File: config.mk
export PLATFORM = sky130hd
export DESIGN_NAME = data_sync_arb
export DESIGN_NICKNAME = d
export VERILOG_FILES = /design/src/rtl/data_sync_arb.sv
export SDC_FILE = /design/constraint.sdc
export NUM_CORES = 1
export LEC_CHECK = 0
export BUFFER_PORTS_ARGS = -buffer_cell sky130_fd_sc_hd__buf_2
export CORE_UTILIZATION = 48
export CTS_BUF_LIST = sky130_fd_sc_hd__clkbuf_16
export DETAILED_ROUTE_END_ITERATION = 10
export GPL_ROUTABILITY_DRIVEN = 0
export PLACE_DENSITY = 0.79
export RECOVER_POWER = 100
export SLEW_MARGIN = 0
export SYNTH_ARGS = -nofsm -noshare
export SYNTH_HDL_FRONTEND = slang
export SYNTH_SLANG_ARGS = --single-unit
File: constraint.sdc
create_clock -name clk -period 1.4 [get_ports clk]
set_input_delay 0.07 -clock clk [delete_from_list [all_inputs] [get_ports clk]]
set_output_delay 0.07 -clock clk [all_outputs]
set_load 0.05 [all_outputs]
File: src/rtl/data_sync_arb.sv
// ---------------------------------------------------------------------------
// data_sync_arb
//   Receive-side multi-channel bus synchroniser.
//
//   Each channel's enable is passed through a STAGES-deep flop chain and then
//   edge-detected. A detected edge captures that channel's quasi-static data
//   bus. The captured word is held in a one-deep per-channel slot. A
//   round-robin arbiter merges the slots onto a single valid/ready stream.
//
//   Ports
//     clk           destination clock; every flop uses its rising edge
//     rst           asynchronous reset, active-high
//     bus_enable    unsynchronised enable (or toggle) line, one per channel
//     unsync_bus    channel data; channel c occupies [c*DATA_WIDTH +: DATA_WIDTH]
//     sync_bus      last word captured on each channel
//     enable_pulse  one-cycle pulse per channel, in the cycle after a capture
//     out_valid     merged stream word valid
//     out_ready     consumer accepts the word when out_valid & out_ready
//     out_data      merged stream data
//     out_chan      source channel of out_data
//     overrun       sticky per-channel flag: a capture was lost because the slot was full
//     overrun_clr   per-channel clear for overrun (a new loss wins over a clear)
// ---------------------------------------------------------------------------
module data_sync_arb #(
  parameter int STAGES      = 2,
  parameter int DATA_WIDTH  = 8,
  parameter int CHANNELS    = 2,
  parameter int TOGGLE_MODE = 0,
  localparam int CW = (CHANNELS > 1) ? $clog2(CHANNELS) : 1
) (
  input  logic                           clk,
  input  logic                           rst,
  input  logic [CHANNELS-1:0]            bus_enable,
  input  logic [CHANNELS*DATA_WIDTH-1:0] unsync_bus,
  output logic [CHANNELS*DATA_WIDTH-1:0] sync_bus,
  output logic [CHANNELS-1:0]            enable_pulse,
  output logic                           out_valid,
  input  logic                           out_ready,
  output logic [DATA_WIDTH-1:0]          out_data,
  output logic [CW-1:0]                  out_chan,
  output logic [CHANNELS-1:0]            overrun,
  input  logic [CHANNELS-1:0]            overrun_clr
);

  logic [CHANNELS-1:0]   sync_chain [STAGES];
  logic [CHANNELS-1:0]   chain_prev;
  logic [CHANNELS-1:0]   chain_out;
  logic [CHANNELS-1:0]   event_det;
  logic [CHANNELS-1:0]   pending;
  logic [DATA_WIDTH-1:0] slot [CHANNELS];
  logic [CW-1:0]         rr_ptr;
  logic                  load_out;
  logic                  grant_found;
  logic [CW-1:0]         grant_idx;
  logic [CHANNELS-1:0]   grant_vec;
  logic [CHANNELS-1:0]   capture_lost;

  // Enable synchroniser chain plus the register that remembers the previous
  // chain output for edge detection.
  always_ff @(posedge clk or posedge rst) begin
    if (rst) begin
      for (int s = 0; s < STAGES; s++) sync_chain[s] <= '0;
      chain_prev <= '0;
    end else begin
      sync_chain[0] <= bus_enable;
      for (int s = 1; s < STAGES; s++) sync_chain[s] <= sync_chain[s-1];
      chain_prev <= chain_out;
    end
  end

  assign chain_out = sync_chain[STAGES-1];

  // Rising-edge detect in level mode, any-transition detect in toggle mode.
  always_comb begin
    if (TOGGLE_MODE != 0) event_det = chain_out ^ chain_prev;
    else                  event_det = chain_out & ~chain_prev;
  end

  // Round-robin search: first pending channel at or above the pointer,
  // otherwise the lowest pending channel (wrap-around).
  always_comb begin
    logic          found_hi;
    logic          found_lo;
    logic [CW-1:0] idx_hi;
    logic [CW-1:0] idx_lo;
    found_hi = 1'b0;
    found_lo = 1'b0;
    idx_hi   = '0;
    idx_lo   = '0;
    for (int c = 0; c < CHANNELS; c++) begin
      if (pending[c] && !found_lo) begin
        found_lo = 1'b1;
        idx_lo   = CW'(c);
      end
      if (pending[c] && !found_hi && (c >= int'(rr_ptr))) begin
        found_hi = 1'b1;
        idx_hi   = CW'(c);
      end
    end
    grant_found = found_hi | found_lo;
    grant_idx   = found_hi ? idx_hi : idx_lo;
  end

  // The output register can take a new word whenever it is empty or its
  // current word is being accepted this cycle.
  assign load_out = !out_valid || out_ready;

  // A slot counts as free for a new capture if it is being granted out on
  // the same edge; only a capture into a slot that stays full is lost.
  always_comb begin
    grant_vec    = '0;
    capture_lost = '0;
    for (int c = 0; c < CHANNELS; c++) begin
      grant_vec[c]    = load_out && grant_found && (grant_idx == CW'(c));
      capture_lost[c] = event_det[c] && pending[c] && !grant_vec[c];
    end
  end

  // Per-channel capture, pulse, slot and overrun bookkeeping.
  always_ff @(posedge clk or posedge rst) begin
    if (rst) begin
      sync_bus     <= '0;
      enable_pulse <= '0;
      pending      <= '0;
      overrun      <= '0;
      for (int c = 0; c < CHANNELS; c++) slot[c] <= '0;
    end else begin
      enable_pulse <= event_det;
      for (int c = 0; c < CHANNELS; c++) begin
        if (event_det[c]) begin
          sync_bus[c*DATA_WIDTH +: DATA_WIDTH] <= unsync_bus[c*DATA_WIDTH +: DATA_WIDTH];
        end
        if (event_det[c] && !capture_lost[c]) begin
          slot[c]    <= unsync_bus[c*DATA_WIDTH +: DATA_WIDTH];
          pending[c] <= 1'b1;
        end else if (grant_vec[c]) begin
          pending[c] <= 1'b0;
        end
        if (capture_lost[c])     overrun[c] <= 1'b1;
        else if (overrun_clr[c]) overrun[c] <= 1'b0;
      end
    end
  end

  // Merged output register and round-robin pointer. With nothing pending the
  // output empties when it is free to load.
  always_ff @(posedge clk or posedge rst) begin
    if (rst) begin
      out_valid <= 1'b0;
      out_data  <= '0;
      out_chan  <= '0;
      rr_ptr    <= '0;
    end else if (load_out) begin
      if (grant_found) begin
        out_valid <= 1'b1;
        out_data  <= slot[grant_idx];
        out_chan  <= grant_idx;
        if (grant_idx == CW'(CHANNELS-1)) rr_ptr <= '0;
        else                              rr_ptr <= grant_idx + 1'b1;
      end else begin
        out_valid <= 1'b0;
      end
    end
  end

endmodule
==> results.md <==
* Status: complete, but fails checks
* Failing checks: DRC, hold timing
* Final setup violation count at 0
* WL per Instance at 14.6 µm
* Register area at 0.00138 mm²
* Max Buffers Root-to-Sink at 2
* Hold slack final at -0.00785 ns
* Layout cells sized above 1 at 18.6%
* DRT Wirelength at 4960 µm
* Fin crit share at 92.6%
* Sum Neg Setup Slack at 0 ns
* CP startpoint kind: flop
* First-pass DRT Iterations at 8
* Buf+Inv Stages, Crit Path at 1
* HPWL Detailed at 3380 µm
* Commonest non-fill, non-tap cell in the layout: nand2_1
* Chip height at 72.2 µm
* Worst-margin pin slew at 0.610 ns
* Initial antenna violation count at 0
* Global-route wire length before repair at 8110 µm
* Io pins at 53
* ANT nets after route at 0
* Req. time, crit path at 1.57 ns
* Finished Layout Cells at 341
* Placed cell count at 328
* Largest net degree at the start of global routing at 36
* Fmax at 0.771 GHz
* Nets at 296
* Clock transition at path regs at 0.07 ns
* Via count at 1803
* Synth cell types at 25
* Hold/Removal Path Class: in2reg
* Vias/cell at 5.29
* Area Overhead vs Synth at 20.0%
* Multi-input gate area at 810 µm²
* EDFF count, synth at 0
* Clk_skew at 0.00563 ns
* Syn. warnings at 0
* GRT Util Overall at 20.4%
* Filler cell count in the final layout at 389
* Mean Syn Cell Area at 11.2 µm²
* Peak VDD IR at 0.000939 V
* Power Density at 2040 mW/mm²
* Count of clock tree sinks at 55
* Rows at 25
* LEAKAGE at 1.35 nW
* Final hold violations at 3
* Power, Total at 5.79 mW
* Synthesized area at 0.00237 mm²
* DP Area at 0.00274 mm²
* Most frequent cells in the layout: nand2_1 (74), dfrtp_1 (54), clkbuf_1 (30), o211ai_1 (22), buf_2 (22)
* Worst-skew pair later-pin latency at 0.29 ns
* Post-Synthesis Net Count at 234
* Num CTS Buffers at 5
* Worst path slowest cell: dfrtp_1
* Vias in the first global route at 1763
* Die area at 0.00522 mm²
* Register bit total from synthesis at 55
* Total core area at 0.00472 mm²
* Synth Instances at 211
* Post-synthesis async set-or-reset flop share at 100%
* Post-CTS Setup Bufs at 0
* Worst path top cell family by delay: flip-flops
* Port Buffers at 52
* Critical path fanouts, max at 19
* Diodes inserted at 0
* Total grt overflow at 0
* Minimum clock period at 1.30 ns
* Final instance area at 0.00284 mm²
* Iter 0 DRT Violations at 125
* Headroom to the max-slew limit at 59.5%
* Cell chain of the critical path: and2b_1 > buf_4 > nor3_1 > a221o_1
* Die W at 72.2 µm
* CTS resizes at 0
* Crit path arrival time at 1.47 ns
* CTS tree: done
* DRC at 2
* Root buffer cell: clkbuf_16
* Initial Util at 50.1%
* H-tree levels at 2
* Slew Limit Fails at 0
* Sequential area share after synthesis at 58.1%
* Critical path capture point type: flop
* Kind of critical path: reg2reg
* Prevailing post-synth register cell: dfrtp_1
* Max cap viols at 0
* RSZ-0062 raised after global routing: false
* Largest stage delay on the critical path at 0.40 ns
worst reg2reg max path: cells and delay by family, from the launching register on:
family,cells,cell delay (ns)
DFF,1,0.40
and+or+nand+nor,2,0.29
AOI/OAI and AO/OA,1,0.27
buffers and inverters,1,0.22
final cells by class:
| cell class | count | share of cell area, % |
|---|---|---|
| sequential | 55 | 48.5 |
| multi-input combinational | 139 | 28.5 |
| timing repair buffer | 67 | 12.6 |
| clock buffer | 5 | 4.40 |
| tap | 67 | 2.95 |
| clock inverter | 3 | 2.38 |
| inverter | 5 | 0.705 |
Yosys cell counts, types with 2 or more instances:
library cell,count,area [µm²]
o21a_4,2,30.0
o22ai_1,2,12.5
buf_6,4,45.0
o211ai_2,16,200
nand2b_1,2,12.5
nand2_1,74,278
inv_1,3,11.3
o211ai_1,8,60.1
nor3_1,8,40.0
o21ai_1,2,10.0
buf_2,7,35.0
o21bai_1,8,60.1
dfrtp_1,55,1380
a221o_1,8,80.1
inv_2,2,7.51
state kept, by name (all words and copies together) (netlist names):
| name | flops |
|---|---|
| slot | 16 |
| sync_bus | 16 |
| out_data | 8 |
| chain_out | 2 |
| chain_prev | 2 |
| enable_pulse | 2 |
| overrun | 2 |
| pending | 2 |
| sync_chain | 2 |
| out_chan | 1 |
| out_valid | 1 |
| rr_ptr | 1 |
power by group:
group | internal (mW) | total [mW] | leakage [nW] | switching [mW]
logic | 0.564 | 1.91 | 0.597 | 1.35
clock network | 1.02 | 1.58 | 0.0900 | 0.555
registers | 2.01 | 2.31 | 0.663 | 0.299
total | 3.59 | 5.79 | 1.35 | 2.20
cells by family after synthesis:
logic type	after synthesis	synth area share (%)
simple gates	90	16.5
flops	55	58.1
compound gates	49	20.3
buf+inv	17	5.02
metal layers:
layer / vias to the layer above / track usage, % / routed length (µm)
met5: - / 0 / 0
met2: 42 / 34.2 / 2580
met1: 894 / 26.6 / 2110
met4: 0 / 8.06 / 106
li1: 855 / - / -
met3: 12 / 3.19 / 159
final timing paths:
kind                                from            to  slack [ns]  cells past startpoint
min                        unsync_bus[7]   sync_bus[7]      -0.008                      3
min in group asynchronous            rst   out_data[7]        0.24                      3
max                               rr_ptr   out_data[5]        0.10                      4
max in group asynchronous            rst   sync_bus[3]        0.40                      4
max reg2reg                       rr_ptr   out_data[5]        0.10                      4
min reg2reg                sync_chain[2]  chain_out[0]        0.35                      0
what timing repair did:
item                                   4_1_cts  5_1_grt
hold buffers                                 5        0
endpoints found under the hold margin       59        0
setup endpoints to repair                    0        0
metrics by stage:
stage          setup WS (ns)  utilization (%)
2_1_floorplan       -0.00232                -
3_3_place_gp           0.173             57.9
3_5_place_dp           0.127             57.9
4_1_cts                0.112             63.1
5_1_grt               0.0316             60.2
6_report               0.103             60.2
(Power assumes the default switching activity.)
